### src/rtl/multicycle_controller.sv
// Multicycle RISC-V style control FSM.
// Sequences fetch / decode / execute / memory / writeback for the
// load, store, R-type, I-type ALU, beq and jal instruction classes.
//
// Optional feature macro: MCC_ILLEGAL_TRAP_EN
//   defined   : unknown opcodes trap into ILLEGAL (held until reset) and
//               an extra output port `illegal` flags that state.
//   undefined : unknown opcodes are treated as NOP (DECODE -> FETCH).
//
// state    | meaning
// ---------+-----------------------------------------------------------
// FETCH    | read instruction at PC, PC <= PC+4 once memory is ready
// DECODE   | read registers, precompute branch target OldPC+imm
// MEMADR   | compute load/store address rs1+imm
// MEMREAD  | load access, wait for memory
// MEMWB    | write loaded data to the register file
// MEMWRITE | store access, wait for memory
// EXECR    | register-register ALU operation
// EXECI    | register-immediate ALU operation
// ALUWB    | write ALU result to the register file
// BEQ      | compare rs1-rs2, take branch on zero
// JAL      | PC <= target, compute return address OldPC+4
// ILLEGAL  | trap on unknown opcode (only reachable with the macro)

module multicycle_controller (
  input  logic       clk,
  input  logic       reset,
  input  logic [6:0] op,
  input  logic [2:0] funct3,
  input  logic       funct7b5,
  input  logic       zero,
  input  logic       mem_ready,
  output logic       PCWrite,
  output logic       AdrSrc,
  output logic       MemWrite,
  output logic       IRWrite,
  output logic [1:0] ResultSrc,
  output logic [1:0] ALUSrcA,
  output logic [1:0] ALUSrcB,
  output logic [2:0] ALUControl,
  output logic [1:0] ImmSrc,
  output logic       RegWrite,
  output logic [3:0] state
`ifdef MCC_ILLEGAL_TRAP_EN
  ,
  output logic       illegal
`endif
);

  typedef enum logic [3:0] {
    S_FETCH    = 4'd0,
    S_DECODE   = 4'd1,
    S_MEMADR   = 4'd2,
    S_MEMREAD  = 4'd3,
    S_MEMWB    = 4'd4,
    S_MEMWRITE = 4'd5,
    S_EXECR    = 4'd6,
    S_EXECI    = 4'd7,
    S_ALUWB    = 4'd8,
    S_BEQ      = 4'd9,
    S_JAL      = 4'd10,
    S_ILLEGAL  = 4'd11
  } state_t;

  localparam logic [6:0] OP_LOAD  = 7'b0000011;
  localparam logic [6:0] OP_STORE = 7'b0100011;
  localparam logic [6:0] OP_RTYPE = 7'b0110011;
  localparam logic [6:0] OP_ITYPE = 7'b0010011;
  localparam logic [6:0] OP_BEQ   = 7'b1100011;
  localparam logic [6:0] OP_JAL   = 7'b1101111;

  localparam logic [2:0] ALU_ADD = 3'b000;
  localparam logic [2:0] ALU_SUB = 3'b001;
  localparam logic [2:0] ALU_AND = 3'b010;
  localparam logic [2:0] ALU_OR  = 3'b011;
  localparam logic [2:0] ALU_SLT = 3'b101;

  localparam logic [1:0] RES_ALUOUT    = 2'b00;
  localparam logic [1:0] RES_DATA      = 2'b01;
  localparam logic [1:0] RES_ALURESULT = 2'b10;

  localparam logic [1:0] SRCA_PC    = 2'b00;
  localparam logic [1:0] SRCA_OLDPC = 2'b01;
  localparam logic [1:0] SRCA_RS1   = 2'b10;

  localparam logic [1:0] SRCB_RS2  = 2'b00;
  localparam logic [1:0] SRCB_IMM  = 2'b01;
  localparam logic [1:0] SRCB_FOUR = 2'b10;

  localparam logic [1:0] IMM_I = 2'b00;
  localparam logic [1:0] IMM_S = 2'b01;
  localparam logic [1:0] IMM_B = 2'b10;

  state_t     state_q, state_d;
  logic [2:0] alu_dec;
  logic       pc_update;
  logic       branch;
  logic       ir_write_raw;
  logic       mem_write_raw;
  logic       reg_write_raw;

  // State register; reset pulls the FSM back to FETCH immediately.
  always_ff @(posedge clk or posedge reset) begin
    if (reset) begin
      state_q <= S_FETCH;
    end else begin
      state_q <= state_d;
    end
  end

  // ALU operation for R/I-type; only R-type (op[5]=1) may select sub.
  always_comb begin
    alu_dec = ALU_ADD;
    case (funct3)
      3'b000:  alu_dec = (op[5] & funct7b5) ? ALU_SUB : ALU_ADD;
      3'b010:  alu_dec = ALU_SLT;
      3'b110:  alu_dec = ALU_OR;
      3'b111:  alu_dec = ALU_AND;
      default: alu_dec = ALU_ADD;
    endcase
  end

  // Next-state and Moore output decode.
  always_comb begin
    state_d       = state_q;
    pc_update     = 1'b0;
    branch        = 1'b0;
    ir_write_raw  = 1'b0;
    mem_write_raw = 1'b0;
    reg_write_raw = 1'b0;
    AdrSrc        = 1'b0;
    ResultSrc     = RES_ALUOUT;
    ALUSrcA       = SRCA_PC;
    ALUSrcB       = SRCB_RS2;
    ALUControl    = ALU_ADD;
    ImmSrc        = IMM_I;

    case (state_q)
      S_FETCH: begin
        ALUSrcA   = SRCA_PC;
        ALUSrcB   = SRCB_FOUR;
        ResultSrc = RES_ALURESULT;
        if (mem_ready) begin
          ir_write_raw = 1'b1;
          pc_update    = 1'b1;
          state_d      = S_DECODE;
        end
      end
      S_DECODE: begin
        ALUSrcA = SRCA_OLDPC;
        ALUSrcB = SRCB_IMM;
        ImmSrc  = IMM_B;
        case (op)
          OP_LOAD, OP_STORE: state_d = S_MEMADR;
          OP_RTYPE:          state_d = S_EXECR;
          OP_ITYPE:          state_d = S_EXECI;
          OP_BEQ:            state_d = S_BEQ;
          OP_JAL:            state_d = S_JAL;
`ifdef MCC_ILLEGAL_TRAP_EN
          default:           state_d = S_ILLEGAL;
`else
          default:           state_d = S_FETCH;
`endif
        endcase
      end
      S_MEMADR: begin
        ALUSrcA = SRCA_RS1;
        ALUSrcB = SRCB_IMM;
        ImmSrc  = (op == OP_STORE) ? IMM_S : IMM_I;
        state_d = op[5] ? S_MEMWRITE : S_MEMREAD;
      end
      S_MEMREAD: begin
        AdrSrc = 1'b1;
        if (mem_ready) begin
          state_d = S_MEMWB;
        end
      end
      S_MEMWB: begin
        ResultSrc     = RES_DATA;
        reg_write_raw = 1'b1;
        state_d       = S_FETCH;
      end
      S_MEMWRITE: begin
        AdrSrc        = 1'b1;
        mem_write_raw = 1'b1;
        if (mem_ready) begin
          state_d = S_FETCH;
        end
      end
      S_EXECR: begin
        ALUSrcA    = SRCA_RS1;
        ALUSrcB    = SRCB_RS2;
        ALUControl = alu_dec;
        state_d    = S_ALUWB;
      end
      S_EXECI: begin
        ALUSrcA    = SRCA_RS1;
        ALUSrcB    = SRCB_IMM;
        ImmSrc     = IMM_I;
        ALUControl = alu_dec;
        state_d    = S_ALUWB;
      end
      S_ALUWB: begin
        reg_write_raw = 1'b1;
        state_d       = S_FETCH;
      end
      S_BEQ: begin
        ALUSrcA    = SRCA_RS1;
        ALUSrcB    = SRCB_RS2;
        ALUControl = ALU_SUB;
        branch     = 1'b1;
        state_d    = S_FETCH;
      end
      S_JAL: begin
        ALUSrcA   = SRCA_OLDPC;
        ALUSrcB   = SRCB_FOUR;
        pc_update = 1'b1;
        state_d   = S_ALUWB;
      end
      S_ILLEGAL: begin
        state_d = S_ILLEGAL;
      end
      default: begin
        state_d = S_FETCH;
      end
    endcase
  end

  // Strobes are forced low while reset is held so a ready memory cannot
  // load IR/PC during the reset window.
  assign PCWrite  = ~reset & (pc_update | (branch & zero));
  assign IRWrite  = ~reset & ir_write_raw;
  assign MemWrite = ~reset & mem_write_raw;
  assign RegWrite = ~reset & reg_write_raw;
  assign state    = state_q;

`ifdef MCC_ILLEGAL_TRAP_EN
  assign illegal = (state_q == S_ILLEGAL);
`endif

endmodule

### config.mk
export PLATFORM = sky130hd
export DESIGN_NAME = multicycle_controller
export DESIGN_NICKNAME = d
export VERILOG_FILES = /design/src/rtl/multicycle_controller.sv
export SDC_FILE = /design/constraint.sdc
export NUM_CORES = 1
export LEC_CHECK = 0
export ABC_AREA = 0
export CAP_MARGIN = 20
export CORE_ASPECT_RATIO = 1.1
export CORE_UTILIZATION = 33
export CTS_CLUSTER_DIAMETER = 50
export CTS_CLUSTER_SIZE = 25
export DETAILED_ROUTE_END_ITERATION = 12
export PLACE_DENSITY = 0.78
export SYNTH_ARGS = -nofsm -noshare
export SYNTH_HDL_FRONTEND = slang
export SYNTH_SLANG_ARGS = --single-unit
### constraint.sdc
create_clock -name clk -period 1.3 [get_ports clk]
set_input_delay 0.195 -clock clk [delete_from_list [all_inputs] [get_ports clk]]
set_output_delay 0.195 -clock clk [all_outputs]
set_load 0.02 [all_outputs]
==> results of run 1 <==
## through the flow
step	cells	hold WS, ns	cell area [um^2]	setup TNS [ns]	setup slack (ns)
after floorplan	80	-0.0336	754	-2.09	-0.280
after global placement	161	0.752	1330	-9.88	-0.726
after detailed placement	161	0.756	1330	-10.42	-0.760
after CTS	172	0.518	1510	-5.49	-0.363
## kinds of logic after synthesis
logic type             count (synthesis)  share of synthesized area (%)
AND/OR/NAND/NOR                       42                           43.4
buffers and inverters                 10                           11.5
flip-flops                             4                           16.7
XOR/XNOR                               1                           1.46
AO/OA/AOI/OAI                         23                           26.9
## timing repair
action	4_1_cts
pin swaps	11
buffers inserted	9
endpoints found under the setup margin	24
resized for setup	136
hold buffers	0
==> out/results.ini, run 1 <==
[synthesis]
synth_area_leaders = dfrtp_1, nor3_1, buf_6
yosysTopAreaCell = dfrtp_1
synth_edf_count = 0
async_reset_ff_share_pct = 100
netlist_top_cells_count = nor2_1, nor3_1, a21oi_1
ys_ff_latch = 4
synth.avg_cell_area_um2 = 7.49
synth.most_common_cell = nor2_1
synth_cells = 80
synth.cell_area_um2 = 599
yosysWarnings = 0
syn_nets = 95
synth.distinct_cells = 40
ys.flop_type = dfrtp_1
yosysSeqAreaShare_pct = 16.7
yosys.area.top_type_share_pct = 16.7

[clocking]
cts_buffers = 3
htreeDepth = 1
cts_buffer_depth = 2
clock-sinks = 4
root_buffer = clkbuf_4

[floorplanning]
die_w_um = 42.6
die_h_um = 46.7
ios = 35
initial_core_util_pct = 36.7
rows = 15

[sta]
worst_path_end_type = primary output
worstEndpointGrtRepair = ALUSrcB[0]

[status]
lastStage = global routing
tool.error = [ERROR DPL-0038] Utilization greater than 100%, impossible to legalize
status = did not finish

[place]
post-dp-hpwl_um = 1990
gp_congestion = 0.846
port_buffers = 34

[global_routing]
grt_max_degree = 9

==> run 2, diff against run 1 <==
--- a/config.mk
+++ b/config.mk
@@ -7,12 +7,10 @@
 export LEC_CHECK = 0
 export ABC_AREA = 0
 export CAP_MARGIN = 20
-export CORE_ASPECT_RATIO = 1.1
-export CORE_UTILIZATION = 33
-export CTS_CLUSTER_DIAMETER = 50
-export CTS_CLUSTER_SIZE = 25
+export CORE_AREA = 2 2 63 65
 export DETAILED_ROUTE_END_ITERATION = 12
-export PLACE_DENSITY = 0.78
+export DIE_AREA = 0 0 65 67
+export PLACE_DENSITY_LB_ADDON = 0.15
 export SYNTH_ARGS = -nofsm -noshare
 export SYNTH_HDL_FRONTEND = slang
 export SYNTH_SLANG_ARGS = --single-unit
==> constraint.sdc (replaced) <==
create_clock -name clk -period 1.7 [get_ports clk]
set_input_delay 0.255 -clock clk [delete_from_list [all_inputs] [get_ports clk]]
set_output_delay 0.255 -clock clk [all_outputs]
set_load 0.02 [all_outputs]
==> out/results.ini, run 2 <==
[sta]
hold_viol = 0
max_freq_mhz = 578
rsz0062_at_grt = yes
min_period_ns = 1.73
fin_skew_ns = 0.00277
setup_viol = 2
setup_ws_ns = -0.0292
worst_pin_slew_ns = 0.370
relSlewSlack_pct = 75.3
final.setup.tns_ns = -0.0387
slew_violations = 0
timing.final.crit_share_pct = 102

[layout]
layout_common_cells = buf_4, clkdlybuf4s50_1, buf_2
final_common_cell = buf_4
fin_area_um2 = 1390
num-fill-cells = 380
multi_input_area_um2 = 571
largest_register_ffs = 4
n_antenna_cell = 0
syn2layout_area_growth_pct = 132
final_nets = 164
regArea_um2 = 104
layout-drive-gt1-share_pct = 58.5

[route]
antenna_left = 0
dr.pass1.iters = 5
drtIter0Drc = 11
wirelength_um = 2260
vias = 837
viasPerCell = 4.29
drc = 0
wl_per_cell_um = 11.6

[synthesis]
synth_area_leaders = dfrtp_1, nor3_1, buf_6
yosysWarnings = 0
synth_cells = 80
yosys.area.top_type_share_pct = 16.7
netlist_top_cells_count = nor2_1, nor3_1, a21oi_1
syn_nets = 95
synth.distinct_cells = 40
synth_edf_count = 0
yosysTopAreaCell = dfrtp_1
ys.flop_type = dfrtp_1
ys_ff_latch = 4
async_reset_ff_share_pct = 100
synth.most_common_cell = nor2_1
yosysSeqAreaShare_pct = 16.7
synth.cell_area_um2 = 599
synth.avg_cell_area_um2 = 7.49

[place]
gp_congestion = 0.765
post-dp-hpwl_um = 1810
placed_cell_area_um2 = 1240
port_buffers = 34

[worst_setup_path]
path_max_fanout = 10
critPathLaunchType = flip-flop
cpPeakStageDelay_ns = 0.49
cp.required_ns = 1.44
reg2reg_to = state[0]$_DFFE_PP0P_
endpoint = IRWrite
rrSetupSlack_ns = 0.03
crit_chain = buf_12 -> nor4_4 -> and3_4 -> buf_6
ff2ff_path_depth = 6
timing.rr.start = state[2]$_DFFE_PP0P_
crit_slowest_cell = dfrtp_2
worst_setup_path_end_kind = output port
crit_path_start = state[2]$_DFFE_PP0P_
crit_type = reg -> out
arrival_ns = 1.47

[floorplanning]
die_h_um = 67
coreArea_um2 = 3610
die_w_um = 65
ios = 35
initial_core_util_pct = 16.6
rows = 22
dieArea_um2 = 4360

[global_routing]
antenna_found_initial = 0
use_met1_pct = 13.4
grt_overflow_total = 0
busiest_layer = met2
grtUsageMet3_pct = 1.35
grt_max_degree = 11
track_usage_pct = 10.6
grt_pass1_wl_um = 3660
grt_pass1_vias = 853
use_met2_pct = 18.6

[clocking]
cts_tree = done
clock_latency_ns = 0.21
path_clk_slew_ns = 0.03
root_buffer = clkbuf_8
clock-sinks = 4
cts_buffers = 3
cts_buffer_depth = 2
htreeDepth = 1

[pwr]
powerDensity_nw_per_um2 = 904
leakagePower_nw = 0.642
vdd_drop_max_mv = 0.302

[worst_hold_path]
hold_class = in -> async

[status]
violations = setup timing
status = complete, but fails checks

[run]
drv_cap = 0

-- run 2: timing repair --
action | 4_1_cts | 5_1_grt
hold buffers | 0 | 0
hold endpoints to repair | 0 | 0
endpoints found under the setup margin | 19 | 17
resized for setup | 84 | 31
pin swaps | 5 | 11
buffers inserted | 2 | 3
-- run 2: kinds of logic (layout without fill, tap and decap cells) --
family / Yosys count / in the layout / synth area share [%]
simple gates: 42 / 42 / 43.4
compound gates: 23 / 23 / 26.9
buf+inv: 10 / 77 / 11.5
flops: 4 / 4 / 16.7
xor+xnor: 1 / 1 / 1.46
-- run 2: per-layer routing --
layer	vias to the layer above	share of wire, %
li1	434	-
met1	381	45
met2	22	51
met3	0	3.8
met4	0	0
met5	-	0
-- run 2: critical path: cells and delay by family, from the launching register on --
| family | cells | cell delay, ns |
|---|---|---|
| flops | 1 | 0.49 |
| simple gates | 2 | 0.48 |
| buf+inv | 2 | 0.28 |
-- run 2: how the worst min path moves through the flow --
stage | slack [ns] | startpoint | to | cells past startpoint
finish | 0.48 | reset | state[2]$_DFFE_PP0P_ | 3
global route | 0.50 | reset | state[2]$_DFFE_PP0P_ | 3
CTS | 0.45 | reset | state[1]$_DFFE_PP0P_ | 3
detailed placement | 0.67 | reset | state[2]$_DFFE_PP0P_ | 3
global placement | 0.67 | reset | state[2]$_DFFE_PP0P_ | 3
floorplan | 0.03 | reset | state[0]$_DFFE_PP0P_ | 1
-- run 2: cell type report --
class	instances	area share, %
repair buffers	70	43.2
inverters	4	1.08
well taps	48	4.31
multi-input cells	66	41.0
clock buffers	3	2.96
flip-flops and latches	4	7.46
-- run 2: per-stage QoR --
stage          worst slack, ns  power (W)  hold slack (ns)  cells  utilization (%)
2_1_floorplan          -0.0166   0.000592           0.0263     80                -
3_3_place_gp            -0.414    0.00101            0.671    187             34.4
3_5_place_dp            -0.506    0.00101            0.669    187             34.4
4_1_cts                -0.0534    0.00120            0.450    192             35.3
5_1_grt                -0.0893    0.00135            0.504    195             38.6
6_report               -0.0292    0.00126            0.485    195             38.6
-- run 2: power breakdown --
| part | leakage [nW] | internal, W | switching (W) |
|---|---|---|---|
| sequential | 0.0494 | 0.000114 | 0.0000437 |
| combinational | 0.571 | 0.000468 | 0.000436 |
| clock | 0.0216 | 0.000151 | 0.0000459 |
(Power assumes the default switching activity.)
==> run 3, diff against run 2 <==
--- a/config.mk
+++ b/config.mk
@@ -11,6 +11,7 @@
 export DETAILED_ROUTE_END_ITERATION = 12
 export DIE_AREA = 0 0 65 67
 export PLACE_DENSITY_LB_ADDON = 0.15
+export SKIP_LAST_GASP = 1
 export SYNTH_ARGS = -nofsm -noshare
 export SYNTH_HDL_FRONTEND = slang
 export SYNTH_SLANG_ARGS = --single-unit
==> out/results.ini, run 3 (synthesis results as in run 2) <==
[clocking]
clock_latency_ns = 0.21
clock-sinks = 4
cts_tree = done
cts_hold_buf = 0
cts_buffers = 3
htreeDepth = 1
root_buffer = clkbuf_8
cts_buffer_depth = 2
path_clk_slew_ns = 0.03

[floorplanning]
initial_core_util_pct = 16.6
die_w_um = 65
dieArea_um2 = 4360
coreArea_um2 = 3610
rows = 22
die_h_um = 67
ios = 35

[status]
status = complete, but fails checks
violations = setup timing

[route]
drc = 0
antenna_left = 0
drtIter0Drc = 12
viasPerCell = 4.34
wirelength_um = 2230
vias = 855
wl_per_cell_um = 11.3
dr.pass1.iters = 5

[worst_setup_path]
path_max_fanout = 10
crit_chain = buf_4 -> clkdlybuf4s50_1
cp.required_ns = 1.44
critPathLaunchType = flip-flop
crit_type = reg -> out
arrival_ns = 1.48
crit_slowest_cell = clkdlybuf4s50_1
worst_setup_path_end_kind = output port
cp.buffers_inverters = 2
cpPeakStageDelay_ns = 0.59
cp_top_family = buffers and inverters

[run]
drv_cap = 0

[layout]
largest_register_ffs = 4
final_common_cell = buf_4
fin_util_pct = 38.4
layout_common_cells = buf_4, clkdlybuf4s50_1, buf_2
final_nets = 166
n_antenna_cell = 0
stdcell_count = 197
layout-drive-gt1-share_pct = 57.7
syn2layout_area_growth_pct = 131

[place]
port_buffers = 34
post-dp-hpwl_um = 1810
gp_congestion = 0.765
placedCellCount = 187

[global_routing]
grt_pass1_vias = 856
antenna_found_initial = 0
grt_max_degree = 11
track_usage_pct = 10.6
grt_overflow_total = 0
grt_pass1_wl_um = 3660

[sta]
min_period_ns = 1.73
max_freq_mhz = 577
setup_ws_ns = -0.0320
slew_violations = 0
hold_viol = 0
fin_skew_ns = 0.00112
rsz0062_at_grt = yes
timing.final.crit_share_pct = 102
setup_viol = 5
worst_pin_slew_ns = 0.371
relSlewSlack_pct = 75.3

[pwr]
powerDensity_nw_per_um2 = 894
leakagePower_nw = 0.634
vdd_drop_max_mv = 0.312

[worst_hold_path]
hold_class = in -> async

run 3: changes by cell type in the layout (fill, tap and decap cells not counted):
cell / delta
buf_4: +3
buf_6: -1
clkdlybuf4s50_1: +1
dlygate4sd2_1: -1
nand2b_2: +1
nand2b_4: -1
o21ai_0: +1
o21ai_1: -1
o22ai_1: +1
o22ai_2: -1
o32ai_1: +1
o32ai_2: -1
run 3: timing repair:
action,4_1_cts,5_1_grt
cloned,0,0
setup endpoints to repair,19,19
setup buffers,2,5
gates resized for setup,81,29
pin swaps,5,9
run 3: stage by stage:
stage | instance area (um^2) | worst slack (ns) | total power [W] | hold WS [ns] | TNS (ns)
2_1_floorplan | 634 | -0.0166 | 0.000592 | 0.0263 | -0.0166
3_3_place_gp | 1240 | -0.414 | 0.00101 | 0.671 | -3.75
3_5_place_dp | 1240 | -0.506 | 0.00101 | 0.669 | -3.80
4_1_cts | 1270 | -0.0534 | 0.00119 | 0.450 | -0.160
5_1_grt | 1390 | -0.0989 | 0.00133 | 0.504 | -0.830
6_report | 1390 | -0.0320 | 0.00124 | 0.487 | -0.0943
run 3: routing by layer:
layer  global-route usage (%)  up-vias  wire length [um]
met5                        0        -                 0
met4                     3.19        0                 0
met3                     1.35        0                86
met2                     18.6       22              1130
met1                     13.4      394              1020
li1                         -      439                 -
run 3: worst reg2reg max path: cells and delay by family, from the launching register on:
kind,cells,cell delay [ns]
AND/OR/NAND/NOR,2,0.38
flip-flops,1,0.40
AO/OA/AOI/OAI,2,0.34
buffers and inverters,3,0.45
run 3: path summary, 6_finish.rpt:
| check | start | to | slack (ns) | cells after the start |
|---|---|---|---|---|
| max in group asynchronous | reset | state[3]$_DFFE_PP0P_ | 1.10 | 3 |
| worst max-delay path | state[2]$_DFFE_PP0P_ | state[2] | -0.03 | 2 |
| worst min register to register | state[0]$_DFFE_PP0P_ | state[2]$_DFFE_PP0P_ | 0.85 | 3 |
| min in group clk | op[0] | state[0]$_DFFE_PP0P_ | 0.68 | 4 |
| worst max register to register | state[1]$_DFFE_PP0P_ | state[0]$_DFFE_PP0P_ | 0.07 | 7 |
| worst min-delay path | reset | state[2]$_DFFE_PP0P_ | 0.49 | 3 |
run 3: power by group:
group | total [W] | leakage (nW) | internal, W | switching (W)
Combinational | 0.000891 | 0.563 | 0.000458 | 0.000432
Clock | 0.000196 | 0.0216 | 0.000151 | 0.0000452
Sequential | 0.000153 | 0.0494 | 0.000114 | 0.0000390
Total | 0.00124 | 0.634 | 0.000723 | 0.000517
run 3: final cells by class:
class / count / area, um^2
Timing Repair Buffer: 72 / 614
Multi-Input combinational cell: 66 / 552
Inverter: 4 / 15.0
Fill cell: 389 / 2220
Clock buffer: 3 / 41.3
Sequential cell: 4 / 104
Tap cell: 48 / 60.1
